File: config.mk
export PLATFORM = sky130hd
export DESIGN_NAME = sine_rom_scheduler_flat
export DESIGN_NICKNAME = d
export VERILOG_FILES = /design/src/rtl/sine_sched_pkg.sv /design/src/rtl/sine_rom_scheduler_if.sv /design/src/rtl/sine_rom_scheduler_tick_gen.sv /design/src/rtl/sine_rom_scheduler.sv /design/src/flat_wrapper.sv
export SDC_FILE = /design/constraint.sdc
export NUM_CORES = 1
export LEC_CHECK = 0
export BUFFER_PORTS_ARGS = -buffer_cell sky130_fd_sc_hd__buf_2
export CAP_MARGIN = 10
export CORE_MARGIN = 8
export CORE_UTILIZATION = 55
export DETAILED_ROUTE_END_ITERATION = 6
export HOLD_SLACK_MARGIN = 0.12
export PLACE_DENSITY = 0.86
export SYNTH_ARGS = -nofsm -noshare
export SYNTH_HDL_FRONTEND = slang
export SYNTH_SLANG_ARGS = --single-unit
export TNS_END_PERCENT = 5
File: constraint.sdc
create_clock -name clk -period 3.9 [get_ports clk]
set_clock_uncertainty 0.15 [all_clocks]
set_input_delay 0.39 -clock clk [delete_from_list [all_inputs] [get_ports clk]]
set_output_delay 0.39 -clock clk [all_outputs]
set_load 0.1 [all_outputs]
File: src/rtl/sine_sched_pkg.sv
// Shared types and constants for the sine-table ROM scheduler.
package sine_sched_pkg;

  typedef enum logic [1:0] {
    IDLE   = 2'd0,
    ISSUE  = 2'd1,
    DRAIN  = 2'd2,
    COMMIT = 2'd3
  } state_e;

  localparam int ROM_LATENCY = 1;
  localparam int DEF_ADDR_W  = 6;
  localparam int DEF_DATA_W  = 32;

endpackage

File: src/rtl/sine_rom_scheduler_if.sv
// Read port of the shared synchronous sine ROM: scheduler is master, ROM is slave.
interface sine_rom_scheduler_if
  import sine_sched_pkg::*;
#(
  parameter int ADDR_W = DEF_ADDR_W,
  parameter int DATA_W = DEF_DATA_W
);

  logic              rom_en;
  logic [ADDR_W-1:0] rom_addr;
  logic [DATA_W-1:0] rom_data;

  modport master (output rom_en, output rom_addr, input rom_data);
  modport slave  (input rom_en, input rom_addr, output rom_data);

endinterface

File: src/rtl/sine_rom_scheduler_tick_gen.sv
// Table-step tick generator: counts 0..TICK_MAX-1 while enabled, holds otherwise.
module sched_tick_gen #(
  parameter int TICK_MAX = 1000
) (
  input  logic clk,
  input  logic rst_n,
  input  logic enable,
  output logic tick
);

  localparam int CNT_W = (TICK_MAX > 1) ? $clog2(TICK_MAX) : 1;

  logic [CNT_W-1:0] cnt_q, cnt_d;
  logic             wrap;

  // The counter wraps on its own compare, not on the tick output.
  assign wrap = (cnt_q == CNT_W'(TICK_MAX - 1));
  assign tick = enable && wrap;

  // NOTE: combinational blocks assign a default first so no path leaves a signal unassigned (no latch).
  always_comb begin
    cnt_d = cnt_q;
    if (enable) begin
      cnt_d = wrap ? '0 : cnt_q + CNT_W'(1);
    end
  end

  // NOTE: sequential state uses non-blocking assignments so every register samples pre-edge values.
  always_ff @(posedge clk or negedge rst_n) begin
    if (!rst_n) begin
      cnt_q <= '0;
    end else begin
      cnt_q <= cnt_d;
    end
  end

endmodule

File: src/rtl/sine_rom_scheduler.sv
// Shares one sine ROM among N_CH PWM width channels; reads all channels per tick, commits together.
module sine_rom_scheduler
  import sine_sched_pkg::*;
#(
  parameter int N_CH     = 3,
  parameter int ADDR_W   = DEF_ADDR_W,
  parameter int DATA_W   = DEF_DATA_W,
  parameter int TICK_MAX = 1000
) (
  input  logic                     clk,
  input  logic                     rst_n,
  input  logic                     enable,
  input  logic [N_CH*ADDR_W-1:0]   phase_ofs,
  sine_rom_scheduler_if.master     rom,
  output logic [N_CH*DATA_W-1:0]   width,
  output logic                     update,
  output logic                     busy,
  output logic                     overrun
);

  if (N_CH < 1 || N_CH > 8) begin : g_bad_n_ch
    $error("sine_rom_scheduler: N_CH must be within 1..8");
  end
  if (TICK_MAX < N_CH + 3) begin : g_bad_tick_max
    $error("sine_rom_scheduler: TICK_MAX must be at least N_CH+3");
  end
  if (ROM_LATENCY != 1) begin : g_bad_latency
    $error("sine_rom_scheduler: capture pipeline assumes a one-cycle ROM");
  end

  localparam int CH_W = (N_CH > 1) ? $clog2(N_CH) : 1;

  state_e                  state_q, state_d;
  logic [CH_W-1:0]         ch_q, ch_d;
  logic [ADDR_W-1:0]       base_q;
  logic [ADDR_W-1:0]       addr_q;
  logic                    cap_en_q;
  logic [CH_W-1:0]         cap_ch_q;
  logic [DATA_W-1:0]       shadow_q [N_CH];
  logic [N_CH*DATA_W-1:0]  width_q;
  logic                    update_q;
  logic                    overrun_q;
  logic                    tick;
  logic                    rom_en_c;
  logic [ADDR_W-1:0]       rom_addr_c;

  sched_tick_gen #(.TICK_MAX(TICK_MAX)) u_tick (
    .clk    (clk),
    .rst_n  (rst_n),
    .enable (enable),
    .tick   (tick)
  );

  always_ff @(posedge clk or negedge rst_n) begin
    if (!rst_n) begin
      state_q <= IDLE;
      ch_q    <= '0;
    end else begin
      state_q <= state_d;
      ch_q    <= ch_d;
    end
  end

  // A started sequence always runs to COMMIT; enable only gates the tick source.
  always_comb begin
    state_d = state_q;
    ch_d    = ch_q;
    unique case (state_q)
      IDLE: begin
        if (tick) begin
          state_d = ISSUE;
          ch_d    = '0;
        end
      end
      ISSUE: begin
        if (ch_q == CH_W'(N_CH - 1)) state_d = DRAIN;
        else                         ch_d    = ch_q + CH_W'(1);
      end
      DRAIN:   state_d = COMMIT;
      COMMIT:  state_d = IDLE;
      default: state_d = IDLE;
    endcase
  end

  // Outside ISSUE the address bus holds the last issued address.
  always_comb begin
    rom_en_c   = 1'b0;
    rom_addr_c = addr_q;
    busy       = (state_q != IDLE);
    if (state_q == ISSUE) begin
      rom_en_c   = 1'b1;
      rom_addr_c = base_q + phase_ofs[ch_q*ADDR_W +: ADDR_W];
    end
  end

  assign rom.rom_en   = rom_en_c;
  assign rom.rom_addr = rom_addr_c;

  always_ff @(posedge clk or negedge rst_n) begin
    if (!rst_n) begin
      base_q    <= '0;
      addr_q    <= '0;
      cap_en_q  <= 1'b0;
      cap_ch_q  <= '0;
      width_q   <= '0;
      update_q  <= 1'b0;
      overrun_q <= 1'b0;
    end else begin
      if (tick) base_q <= base_q + ADDR_W'(1);
      addr_q   <= rom_addr_c;
      cap_en_q <= rom_en_c;
      cap_ch_q <= ch_q;
      update_q <= (state_q == COMMIT);
      if (state_q == COMMIT) begin
        for (int i = 0; i < N_CH; i++) begin
          width_q[i*DATA_W +: DATA_W] <= shadow_q[i];
        end
      end
      if (tick && state_q != IDLE) overrun_q <= 1'b1;
    end
  end

  // NOTE: the shadow array has no reset; every entry is rewritten before any commit reads it.
  always_ff @(posedge clk) begin
    if (cap_en_q) shadow_q[cap_ch_q] <= rom.rom_data;
  end

  assign width   = width_q;
  assign update  = update_q;
  assign overrun = overrun_q;

endmodule
File: src/flat_wrapper.sv
// flat-port wrapper written by rule: the top's interface ports become plain ports
module sine_rom_scheduler_flat import sine_sched_pkg::*;
#(
  parameter int N_CH     = 3,
  parameter int ADDR_W   = DEF_ADDR_W,
  parameter int DATA_W   = DEF_DATA_W,
  parameter int TICK_MAX = 1000
)
  (clk, rst_n, enable, phase_ofs, width, update, busy, overrun, rom_rom_en, rom_rom_addr, rom_rom_data);
  sine_rom_scheduler_if #(.ADDR_W(ADDR_W), .DATA_W(DATA_W)) rom_i ();
  input  logic clk;
  input  logic rst_n;
  input  logic enable;
  input  logic [N_CH*ADDR_W-1:0] phase_ofs;
  output logic [N_CH*DATA_W-1:0] width;
  output logic update;
  output logic busy;
  output logic overrun;
  output wire logic [$bits(rom_i.rom_en)-1:0] rom_rom_en;
  output wire logic [$bits(rom_i.rom_addr)-1:0] rom_rom_addr;
  input wire logic [$bits(rom_i.rom_data)-1:0] rom_rom_data;
  assign rom_rom_en = rom_i.rom_en;
  assign rom_rom_addr = rom_i.rom_addr;
  assign rom_i.rom_data = rom_rom_data;
  sine_rom_scheduler #(.N_CH(N_CH), .ADDR_W(ADDR_W), .DATA_W(DATA_W), .TICK_MAX(TICK_MAX)) u_core (.clk(clk), .rst_n(rst_n), .enable(enable), .phase_ofs(phase_ofs), .rom(rom_i), .width(width), .update(update), .busy(busy), .overrun(overrun));
endmodule
==> results of run 1 <==
-- kinds of logic after synthesis --
logic type | share of synthesized area (%)
simple gates | 4.33
flops | 73.9
fa+ha+maj | 2.08
buf+inv | 1.36
xor+xnor | 1.28
mux | 14.6
compound gates | 2.40
-- placed cells by master (no fill, tap or decap), drive strengths merged, types with 9 or more instances in the layout --
cell type    count
buf            163
clkbuf          30
dfrtp          127
dlygate4sd3     34
edfxtp          96
ha              12
inv             12
mux2           101
nand2           19
o21ai            9
xnor2           12
-- metal layers --
metal / vias up / part of all wire (%)
li1: 2153 / -
met1: 2390 / 41
met2: 188 / 50
met3: 28 / 6.6
met4: 0 / 2.1
met5: - / 0
-- worst max path at each step --
stage | endpoint | slack (ns) | start | cells after the start
2_1_floorplan | rom_rom_addr[1] | -0.59 | u_core.state_q[1] | 5
3_3_place_gp | rom_rom_addr[5] | 0.51 | u_core.ch_q[1] | 10
3_5_place_dp | rom_rom_addr[5] | 0.39 | u_core.ch_q[1] | 10
4_1_cts | rom_rom_addr[5] | 0.02 | u_core.ch_q[1] | 10
5_1_grt | rom_rom_addr[5] | 0.002 | u_core.ch_q[1] | 10
6_report | rom_rom_addr[5] | 0.15 | u_core.ch_q[1] | 9
-- flip-flops by register name, summed over array words and instances (netlist names) --
name                 flops
u_core.cap_en_q          1
u_core.overrun           1
u_core.width            96
u_core.update            1
u_core.addr_q            6
u_core.u_tick.cnt_q     10
u_core.state_q           2
u_core.ch_q              2
u_core.cap_ch_q          2
u_core.base_q            6
u_core.shadow_q         96
-- cell usage after synthesis (2+ instances only) --
cell type,instances
sky130_fd_sc_hd__dfrtp_1,127
sky130_fd_sc_hd__mux2_2,100
sky130_fd_sc_hd__edfxtp_1,96
sky130_fd_sc_hd__nand2_1,19
sky130_fd_sc_hd__ha_1,12
sky130_fd_sc_hd__inv_1,12
sky130_fd_sc_hd__xnor2_1,12
sky130_fd_sc_hd__clkbuf_1,10
sky130_fd_sc_hd__o21ai_0,9
sky130_fd_sc_hd__nor2_1,7
sky130_fd_sc_hd__mux2i_1,6
sky130_fd_sc_hd__and3_1,5
sky130_fd_sc_hd__buf_2,5
sky130_fd_sc_hd__nand4_1,5
sky130_fd_sc_hd__nor2b_1,5
sky130_fd_sc_hd__a21oi_1,4
sky130_fd_sc_hd__a21o_1,3
sky130_fd_sc_hd__a221o_1,3
sky130_fd_sc_hd__and3b_1,3
sky130_fd_sc_hd__nand2b_1,3
sky130_fd_sc_hd__nor3_1,3
sky130_fd_sc_hd__nor4_1,3
sky130_fd_sc_hd__nor3b_1,2
sky130_fd_sc_hd__o22ai_1,2
sky130_fd_sc_hd__o31ai_1,2
sky130_fd_sc_hd__or3_1,2
-- report_power, final --
group	switching (mW)	internal [mW]	total, mW
Clock	0.825	1.33	2.15
Sequential	0.0262	2.48	2.50
Combinational	0.0829	0.0746	0.158
-- per-stage QoR --
stage	util (%)	TNS (ns)
after floorplan	-	-1.15
after global placement	63.5	0
after detailed placement	63.5	0
after CTS	71.0	0
after global routing	71.2	0
final	71.2	0
-- final cells by class --
cell class / count / share of cell area [%]
clock buffers: 28 / 6.03
inverters: 12 / 0.435
clock inverters: 11 / 1.25
repair buffers: 199 / 11.6
well taps: 184 / 2.22
flip-flops and latches: 223 / 58.6
multi-input cells: 225 / 19.9
-- critical path: stages, from the launching register on --
cell and delay, ns:
sky130_fd_sc_hd__dfrtp_2 0.43, sky130_fd_sc_hd__buf_4 0.19, sky130_fd_sc_hd__mux2i_1 0.23, sky130_fd_sc_hd__o21ai_0 0.14, sky130_fd_sc_hd__ha_1 0.35, sky130_fd_sc_hd__and3_1 0.17, sky130_fd_sc_hd__a221o_1 0.34, sky130_fd_sc_hd__o221ai_1 0.16
sky130_fd_sc_hd__or3b_1 0.41, sky130_fd_sc_hd__clkbuf_4 0.30
-- what timing repair did --
item / 4_1_cts / 5_1_grt
hold buffers: 34 / 0
buffers inserted: 0 / 3
endpoints found under the hold margin: 160 / 0
endpoints found under the setup margin: 1 / 2
gates resized for setup: 1 / 4
==> results.txt, run 1 <==
The run finished with clean final reports. Averaged over all synthesized cells, the footprint is 17.2 um2. The run gives 5123 as the number of global-route vias before repair. For met2 alone, demand over resource in global routing was 30.4%.

Across all setup checks in the final design, the least slack found is 0.152 ns. The area used by sequential logic in the layout is 6060 um2, and the worst-case clock buffer depth is 3. The routed wire length was 17500 um. Setup repair after global routing left no endpoint under its margin. Measured in cells, the most critical reg-to-reg path has a length of 8. Path type of the worst setup path: register to output pin. After detailed routing, the number of vias per cell comes to 5.40. The total of buffers placed on input and output ports is 158. The worst register-to-register path begins at u_core.ch_q[1]. Number of inserted diodes: 0. The run gives 0.259 ns as the worst slack on hold paths. At the worst endpoint, the arrival time is 3.21 ns.

Detailed placement finished with a half-perimeter wire length of 11400 um. The maximum vdd ir drop came out at 0.354 mV. In this run the worst path has a maximum fanout of 8. Startpoint of the lowest-slack hold path: phase_ofs[6]. Along the worst hold path, the cell count comes to 5. For this design, the sink count on the clock tree is 223. The clock period could shrink to 3.75 ns.

The class of the worst hold path is primary input to register. The x dimension of the die is 138 um, and the met1 usage in global routing is 22.1%. After detailed routing, the average wire length per cell comes to 19.9 um. After filler insertion, the fill cell instance count of the layout stands at 889. The run gives 22 as the number of clock buffers inserted by TritonCTS.

The biggest area contributor in the post-synthesis netlist is sky130_fd_sc_hd__dfrtp_1. In this run the clock root is driven by a sky130_fd_sc_hd__clkbuf_16. Clock-pin slew was measured on the worst setup and hold paths at 0.06 ns. Setup slack on the worst reg-to-reg path comes out at 1.20 ns. The sequential element share of the synthesized area was 73.9%. The power density over the cells was 465 nW/um2. The overall track demand over capacity in global routing is 17.8%, and the sum of overflow across all layers after global routing is 0. At the placement stage, the worst setup path has a slack of 0.390 ns. Busiest metal layer after global routing: met2.

For this design the top-level I/O count stands at 159. The worst setup path is captured at an output pin. For this run, the post-layout net count is 749. During synthesis, Yosys emitted a total of 0 warnings. The initial antenna violation count is 0. The area added between synthesis and finish was 26.2%; the power after layout was 4.81 mW.

The run gives 34.5% as the relative max-transition margin. The run gives 476 as the cell count after synthesis. In the routed design, unresolved DRC markers number 0. The die covers 19100 um2.

The final critical path takes up 96.1% of the cycle. For met3 alone, demand over resource in global routing was 4.55%. The post-route netlist has 44.4% of its cells at a drive strength greater than 1. The logs give 806 for the placed instance count and 10400 um2 for the final instance area. For the number of cell rows, the log shows 44. The core region is 14500 um2. Summed over all cells, the static leakage comes to 4.92 nW.

The tools report the required time of the worst setup path as 3.36 ns. The tools report the first-pass detailed-route iteration total as 5. The number of nets handed over by synthesis was 542. Once the floorplan was initialized, standard cells occupied 56.4% of the core. In the synthesized netlist the async set-or-reset flop fraction comes to 57.0%.

Launching element type of the critical path: a register. Excluding fillers, the count of instances in the completed layout stands at 882. The worst register-to-register path ends at u_core.addr_q[5]. The number of enable flip-flop cells after synthesis was 96.

The tools report the final number of hold-violating endpoints as 0. The maximum number of pins on one net before global-route repair was 71. In this run, distinct cell masters in the synthesized netlist total 42. Timing would allow up to 267 MHz. Summing all multi-input logic gate instances after layout gives 2060 um2.

Synthesis inferred 223 register bits. Final antenna-violating net count: 0. The tools report the worst hold path endpoint as u_core.addr_q[0]. At the pin with the least slew margin, the transition time is 0.983 ns. Once placement finished, the instance area stood at 9230 um2. TritonCTS built the clock tree. The logs give 0.49 ns for the clock latency at the later pin of the worst-skew pair and 1 for the number of H-tree levels.

The most used flip-flop cell after synthesis is sky130_fd_sc_hd__dfrtp_1. Yosys attributes the largest share of cell area to sky130_fd_sc_hd__dfrtp_1, sky130_fd_sc_hd__edfxtp_1, sky130_fd_sc_hd__mux2_2. Total number of vias: 4759. Summing every instance area after synthesis gives 8200 um2. The detailed router's first-iteration violation count was 292; the share of the synthesized area in the top cell type was 38.8%. The number of max-cap violations came out at 0.

The die is 138 um tall. The run gives 0 as the setup violation total in the final timing report. Routability-driven placement finished with a final weighted congestion of 0.803. The tools report the total count of max-transition violations in the final report as 0. For the wire length of the first global-routing pass, the log shows 27900 um.
Note: power is estimated with default switching activity, not from simulation.
==> run 2, diff against run 1 <==
--- a/config.mk
+++ b/config.mk
@@ -9,4 +9,6 @@
 export CAP_MARGIN = 10
+export CELL_PAD_IN_SITES_DETAIL_PLACEMENT = 0
+export CELL_PAD_IN_SITES_GLOBAL_PLACEMENT = 1
 export CORE_MARGIN = 8
-export CORE_UTILIZATION = 55
+export CORE_UTILIZATION = 46
 export DETAILED_ROUTE_END_ITERATION = 6
==> constraint.sdc (replaced) <==
create_clock -name clk -period 3.9 [get_ports clk]
set_clock_uncertainty 0.15 [all_clocks]
set_input_delay 0.195 -clock clk [delete_from_list [all_inputs] [get_ports clk]]
set_output_delay 0.195 -clock clk [all_outputs]
set_load 0.005 [all_outputs]
==> run 2 against run 1 <==
  * Routed wire length down 1.5%
  * Highest routed layer unchanged
  * Hold slack lost 0.12 ns
  * Critical endpoint unchanged
  * Critical path depth up 1
  * Sequential power about the same
  * Combinational power hardly changed
  * First-iteration DRC count down 32%
  * Setup slack gained 0.26 ns
  * Via count is 1.7% lower
  * Non-clock buffer count fell by 3
  * Flip-flop and latch count unchanged
  * Register-to-register slack worse by 0.09 ns
==> results.txt, run 2 (synthesis results as in run 1) <==
The final critical path time including I/O delays and setup works out to 3.49 ns. Busiest metal layer after global routing: met2. Clock tree synthesis selected as its root buffer the cell sky130_fd_sc_hd__clkbuf_16. The worst hold path begins at phase_ofs[0]. The total count of max-transition violations in the final report was 0. For this run the aggregate overflow at the end of global routing stands at 0.

Max-cap violations in this run came to 0. The number of setup buffers added after CTS is 0. The run gives 4.95 nW as the leakage power figure. The library cell used most frequently in the layout, excluding fill and tap cells, is sky130_fd_sc_hd__buf_2. For the placed instance count, the log shows 850. The logic depth of the worst register-to-register path came out at 9.

At the pin with the least slew margin, the transition time is 0.975 ns. In the routed design, unresolved DRC markers number 0. For flop-to-flop paths, the worst setup slack is 1.11 ns.

The floorplan step defined a die boundary enclosing 22400 um2. The logs give 24 for the number of clock buffers inserted by TritonCTS and 26.1% for the global routing met2 resource utilization. The starting density of the core is 46.3%. After filler insertion, the fill cell instance count of the layout stands at 1351. The number of inserted diodes was 0; the vertical die dimension was 150 um.

The signal on the critical path passes through inv_1 > nor2_1 > nand2_1 > o21ai_0 > ha_1 > and3_1 > a221o_1 > o221ai_1 > or3b_1 > buf_2. Clock-pin slew was measured on the worst setup and hold paths at 0.06 ns. The number of global-route vias before repair is 5248, and the worst stage delay on the critical path is 0.57 ns. The power density over the cells works out to 483 nW/um2. The final number of hold-violating endpoints came out at 0. In the final timing run, aggregate negative setup slack is 0 ns. For the arrival time of the worst setup path, the log shows 3.15 ns. The slowest stage of the critical path is the sky130_fd_sc_hd__dfrtp_1 cell.

Setup repair after global routing left no endpoint under its margin. Along the worst path, the maximum fanout reaches 14. The tools report the clock latency at the later pin of the worst-skew pair as 0.50 ns.

The worst setup path is launched from a register. After floorplanning, the core was divided into 49 placement rows. The worst hold path endpoint was u_core.addr_q[0].

Class of the worst hold path: primary input to register. Of the cells placed in the final design, the portion with a size suffix greater than 1 is 43.6%. The area added between synthesis and finish is 28.0%. The flow ran to the end, and the final reports show no timing, DRC or antenna violations. The logs give 0 for the initial antenna violation count and 5.07 mW for the power after layout.

The final layout contains 748 nets. TritonCTS built the clock tree. Summed over all nets, the half-perimeter wirelength after detailed placement is 11500 um. The run gives 3 as the worst-case clock buffer depth. Path type of the worst setup path: register to output pin.

The first-pass detailed-route iteration total came out at 6. The tree built by TritonCTS fans out to 223 sinks. The core region is 17700 um2.

The run gives 4678 as the total number of vias. Total area of multi-input combinational cells: 2050 um2. The worst hold path passes through 5 cells. For this run, the share of the core covered by cells in the final layout is 59.2%.

The first global-routing pass estimated 27600 um of wire. The vias per cell was 5.04; the required time of the worst setup path was 3.56 ns. In the final routed layout, each cell accounts on average for 18.6 um.

For this block, the routed nets add up to 17300 um of wire. The worst slack on hold paths was 0.136 ns. For met3 alone, demand over resource in global routing was 3.84%. The timing-limited maximum frequency is 286 MHz, and the ratio of final minimum period to clock period is 89.5%. Setup violations remaining at the end of the flow were counted as 0. The first routing iteration left 199 violations.

The overall track demand over capacity in global routing is 15.4%, and the total of buffers placed on input and output ports is 158. The floorplan step set the die width to 150 um. The total I/O pin count came out at 159. Entering global routing, the biggest net connects 67 pins. The worst-case IR drop observed on VDD is 0.324 mV. The final antenna-violating net count is 0. Source of the worst register-to-register timing path: u_core.ch_q[0].

The endpoint identified for the worst register-to-register timing path is u_core.addr_q[5]. The tools report the area used by sequential logic in the layout as 6060 um2. The last weighted congestion value of the routability-driven placer came out at 0.891. Global routing used 19.6% of the available met1 tracks.

The worst setup path is captured at an output pin. The number of H-tree levels was 1. Relative max-transition margin: 35.0%. In the layout the commonest cells are sky130_fd_sc_hd__buf_2, sky130_fd_sc_hd__dfrtp_1, sky130_fd_sc_hd__mux2_2, sky130_fd_sc_hd__edfxtp_1, sky130_fd_sc_hd__dlygate4sd3_1. After the flow finishes, the layout carries non-filler instances totaling 929.
## run 2: cell count changes in the layout (fill, tap and decap cells not counted), moves of 2 or more
cell,before,now
sky130_fd_sc_hd__buf_4,7,1
sky130_fd_sc_hd__clkbuf_4,2,0
sky130_fd_sc_hd__buf_2,155,157
sky130_fd_sc_hd__clkbuf_8,3,1
sky130_fd_sc_hd__clkinv_1,3,1
sky130_fd_sc_hd__clkbuf_16,23,25
sky130_fd_sc_hd__buf_12,1,3
sky130_fd_sc_hd__clkbuf_1,2,7
sky130_fd_sc_hd__bufinv_16,3,5
## run 2: report_power, final
part	internal (mW)	switching (mW)
logic	0.0753	0.0819
clock network	1.53	0.880
registers	2.48	0.0265
## run 2: area by class of cell
type                            instances  area share [%]
Sequential cell                       223            57.8
Multi-Input combinational cell        225            19.5
Timing Repair Buffer                  196            11.5
Clock buffer                           33            6.34
Tap cell                              229            2.73
Clock inverter                         11            1.76
Inverter                               12           0.429
## run 2: worst max-delay path by stage
stage                                   from                    end  slack [ns]  cells after the start
final                         u_core.ch_q[0]        rom_rom_addr[5]        0.41                     10
after global routing          u_core.ch_q[1]        rom_rom_addr[5]        0.14                     10
after CTS                     u_core.ch_q[1]        rom_rom_addr[5]        0.22                     10
after detailed placement      u_core.ch_q[1]        rom_rom_addr[5]        0.77                     10
after global placement        u_core.ch_q[1]        rom_rom_addr[5]        0.82                     10
after floorplan           u_core.cap_ch_q[0]  u_core.shadow_q[0][0]        0.51                      1
## run 2: metrics by stage
stage	setup slack, ns	area (um2)
floorplan	0.513	8200
global placement	0.821	9290
detailed placement	0.766	9290
CTS	0.220	10500
global route	0.139	10500
finish	0.408	10500
## run 2: worst max-delay path: cells and delay by family, from the launching register on
family                   cells  cell delay [ns]
AND/OR/NAND/NOR              4             0.90
AO/OA/AOI/OAI                3             0.60
adder cells (fa/ha/maj)      1             0.31
buffers and inverters        2             0.28
flip-flops                   1             0.57
## run 2: repair_timing
item	in CTS	in global routing
setup endpoints to repair	0	1
hold buffers	35	0
gates resized for setup	0	1
endpoints found under the hold margin	170	0
## run 2: metal layers
layer,up-vias,part of all wire (%)
met2,146,49
met3,20,7.3
met4,0,1.2
met1,2362,43
met5,-,0
li1,2150,-
==> run 3, diff against run 2 <==
- BUFFER_PORTS_ARGS: -buffer_cell sky130_fd_sc_hd__buf_2 -> -buffer_cell sky130_fd_sc_hd__buf_4
==> run 3 against run 2 <==
  * Clock power decreased by 8%
  * Maximum frequency decreased by 0.58%
  * Largest cell class unchanged
  * Setup slack worse by 0.020 ns
  * Highest routed layer unchanged
  * Final cell count fell by 0.11%
  * First-iteration DRC count decreased by 23%
==> results.txt, run 3 (synthesis results as in run 1) <==
The run finished with clean final reports. The floorplan has 49 rows. The clock period could shrink to 3.51 ns.

The clock passes through at most 3 buffers. The logs give 0 for the post-CTS setup buffer count and 61.1% for the final core area utilization. The leakage power figure is 4.95 nW, and the vias per cell is 5.12. The number of clock buffers inserted by TritonCTS is 23, and the number of H-tree levels is 1. The tools report the number of global-route vias before repair as 5236. The count of buffers added on input and output ports is 158. The setup violation total in the final timing report is 0. The clock latency at the later pin of the worst-skew pair was 0.50 ns; the total count of max-transition violations in the final report was 0. The final instance count without filler cells was 928.

After detailed routing, the wire length on met1 is 7350 um. The number of placed instances, taps included, is 851. The maximum number of pins on one net before global-route repair is 84, and the worst setup margin is 0.387 ns. The first routing iteration left 154 violations. The run gives 3.17 ns as the arrival time of the worst setup path. The clock slew at the register clock pins of the worst setup and hold paths was 0.06 ns; the x dimension of the die was 150 um. The repair_antennas step left the layout with diodes totalling 0. Leaving out fill and tap cells, the most frequent cell in the layout is sky130_fd_sc_hd__buf_4. Of the cells placed in the final design, the portion with a size suffix greater than 1 is 43.8%. For the amount of wire on met2 after detailed routing, the log shows 8570 um. The overall track demand over capacity in global routing was 15.6%. The class of the worst hold path is primary input to register. The tools report the critical path endpoint category as an output pin. After layout, the design draws a total of 4.90 mW. The transition time at the pin with the least slew margin is 1.07 ns, and the wire length of the first global-routing pass is 28000 um. Max-cap violations in this run came to 0. For the total of fill cells in the finished design, the log shows 1303. The ratio of final minimum period to clock period was 90.1%.

The floorplan step defined a die boundary enclosing 22400 um2. For the clock net sink count, the log shows 223. The post-DP HPWL was 11500 um.

Endpoint of the worst-slack reg-to-reg timing path: u_core.addr_q[5]. The pre-antenna-repair detailed-routing pass consisted of 4 iterations. The floorplan core area is 17700 um2, and the worst slack on hold paths is 0.130 ns. Setup repair after global routing left no endpoint under its margin. The routed design uses 1370 um of met3 wire. The internal reg-to-reg setup slack was 1.10 ns; the relative max-transition margin was 28.7%. The DRC violation count after routing is 0. Routability-driven placement finished with a final weighted congestion of 0.888.

Pin placement for this block handled 159 I/O pins. The top cell types in the final layout, fill and taps aside, are sky130_fd_sc_hd__buf_4, sky130_fd_sc_hd__dfrtp_1, sky130_fd_sc_hd__mux2_2, sky130_fd_sc_hd__edfxtp_1, sky130_fd_sc_hd__dlygate4sd3_1. Wires add up to 17600 um. The final number of hold-violating endpoints came out at 0.

The tools report the final antenna-violating net count as 0. IR analysis of the VDD net gives a maximum drop of 0.290 mV. The highest routed metal layer was met4. Counting instances, the worst hold path has a depth of 5.

The root buffer cell chosen for the clock tree is sky130_fd_sc_hd__clkbuf_16. The detailed-route wire length per cell came out at 19.0 um. For the total number of vias, the log shows 4749. For this run, the top clock speed supported by timing is 285 MHz. The vertical die dimension was 150 um; the logic depth of the worst register-to-register path was 9.

Path type of the worst setup path: register to output pin. Prior to clock tree synthesis, the placed netlist has a worst setup slack of 0.758 ns. The final layout contains 748 nets.

In this run the critical register-to-register path is launched from u_core.ch_q[0]. The initial antenna violation count was 0. The initial utilization of the core area, before any placement, comes to 46.3%.

After routing the design area is 10800 um2. Power density over the cells: 452 nW/um2. For the final routed database, the setup TNS stands at 0 ns. Highest fanout seen on the critical path: 14. Once placement finished, the instance area stood at 9680 um2. TritonCTS built the clock tree. The area added between synthesis and finish is 32.0%, and the sum of overflow across all layers after global routing is 0. The tools report the startpoint of the lowest-slack hold path as phase_ofs[0]. For the required time of the worst setup path, the log shows 3.56 ns. For hold timing, the worst endpoint is u_core.addr_q[0].

The tools report the launching element type of the critical path as a register.
==> run 3: what timing repair did <==
| item | in CTS | in global routing |
|---|---|---|
| hold buffers | 35 | 0 |
| endpoints found under the setup margin | 0 | 1 |
| hold endpoints to repair | 187 | 0 |
| resized for setup | 0 | 1 |
==> run 3: critical path: stages, from the launching register on <==
cell,delay (ns)
sky130_fd_sc_hd__dfrtp_1,0.59
sky130_fd_sc_hd__inv_1,0.14
sky130_fd_sc_hd__nor2_1,0.25
sky130_fd_sc_hd__nand2_1,0.08
sky130_fd_sc_hd__o21ai_0,0.10
sky130_fd_sc_hd__ha_1,0.32
sky130_fd_sc_hd__and3_1,0.17
sky130_fd_sc_hd__a221o_1,0.35
sky130_fd_sc_hd__o221ai_1,0.16
sky130_fd_sc_hd__or3b_1,0.38
sky130_fd_sc_hd__buf_4,0.15
==> run 3: worst max path at each step <==
stage                        from                    end  slack [ns]  depth (start not counted)
6_report           u_core.ch_q[0]        rom_rom_addr[5]        0.39                         10
5_1_grt            u_core.ch_q[0]        rom_rom_addr[5]         0.1                         10
4_1_cts            u_core.ch_q[1]        rom_rom_addr[5]        0.19                         10
3_5_place_dp       u_core.ch_q[1]        rom_rom_addr[5]        0.76                         10
3_3_place_gp       u_core.ch_q[1]        rom_rom_addr[5]        0.81                         10
2_1_floorplan  u_core.cap_ch_q[0]  u_core.shadow_q[0][0]        0.51                          1
==> run 3: layout make-up <==
cell class                      count  area, um2  area share [%]
Multi-Input combinational cell    225       2050            18.9
Tap cell                          229        287            2.65
Clock buffer                       33        653            6.04
Timing Repair Buffer              197       1590            14.7
Clock inverter                      9        134            1.24
Inverter                           12       45.0           0.416
Sequential cell                   223       6060            56.0
==> run 3: power by group <==
group | switching, mW | total [mW] | internal [mW] | leakage (nW)
logic | 0.0819 | 0.171 | 0.0887 | 1.97
registers | 0.0258 | 2.50 | 2.48 | 2.60
clock network | 0.855 | 2.22 | 1.37 | 0.382
total | 0.962 | 4.90 | 3.93 | 4.95
==> run 3: routing by layer <==
metal	track usage (%)	vias to the layer above
li1	-	2159
met5	0	-
met4	3.38	0
met2	26.7	149
met3	3.69	28
met1	19.9	2413
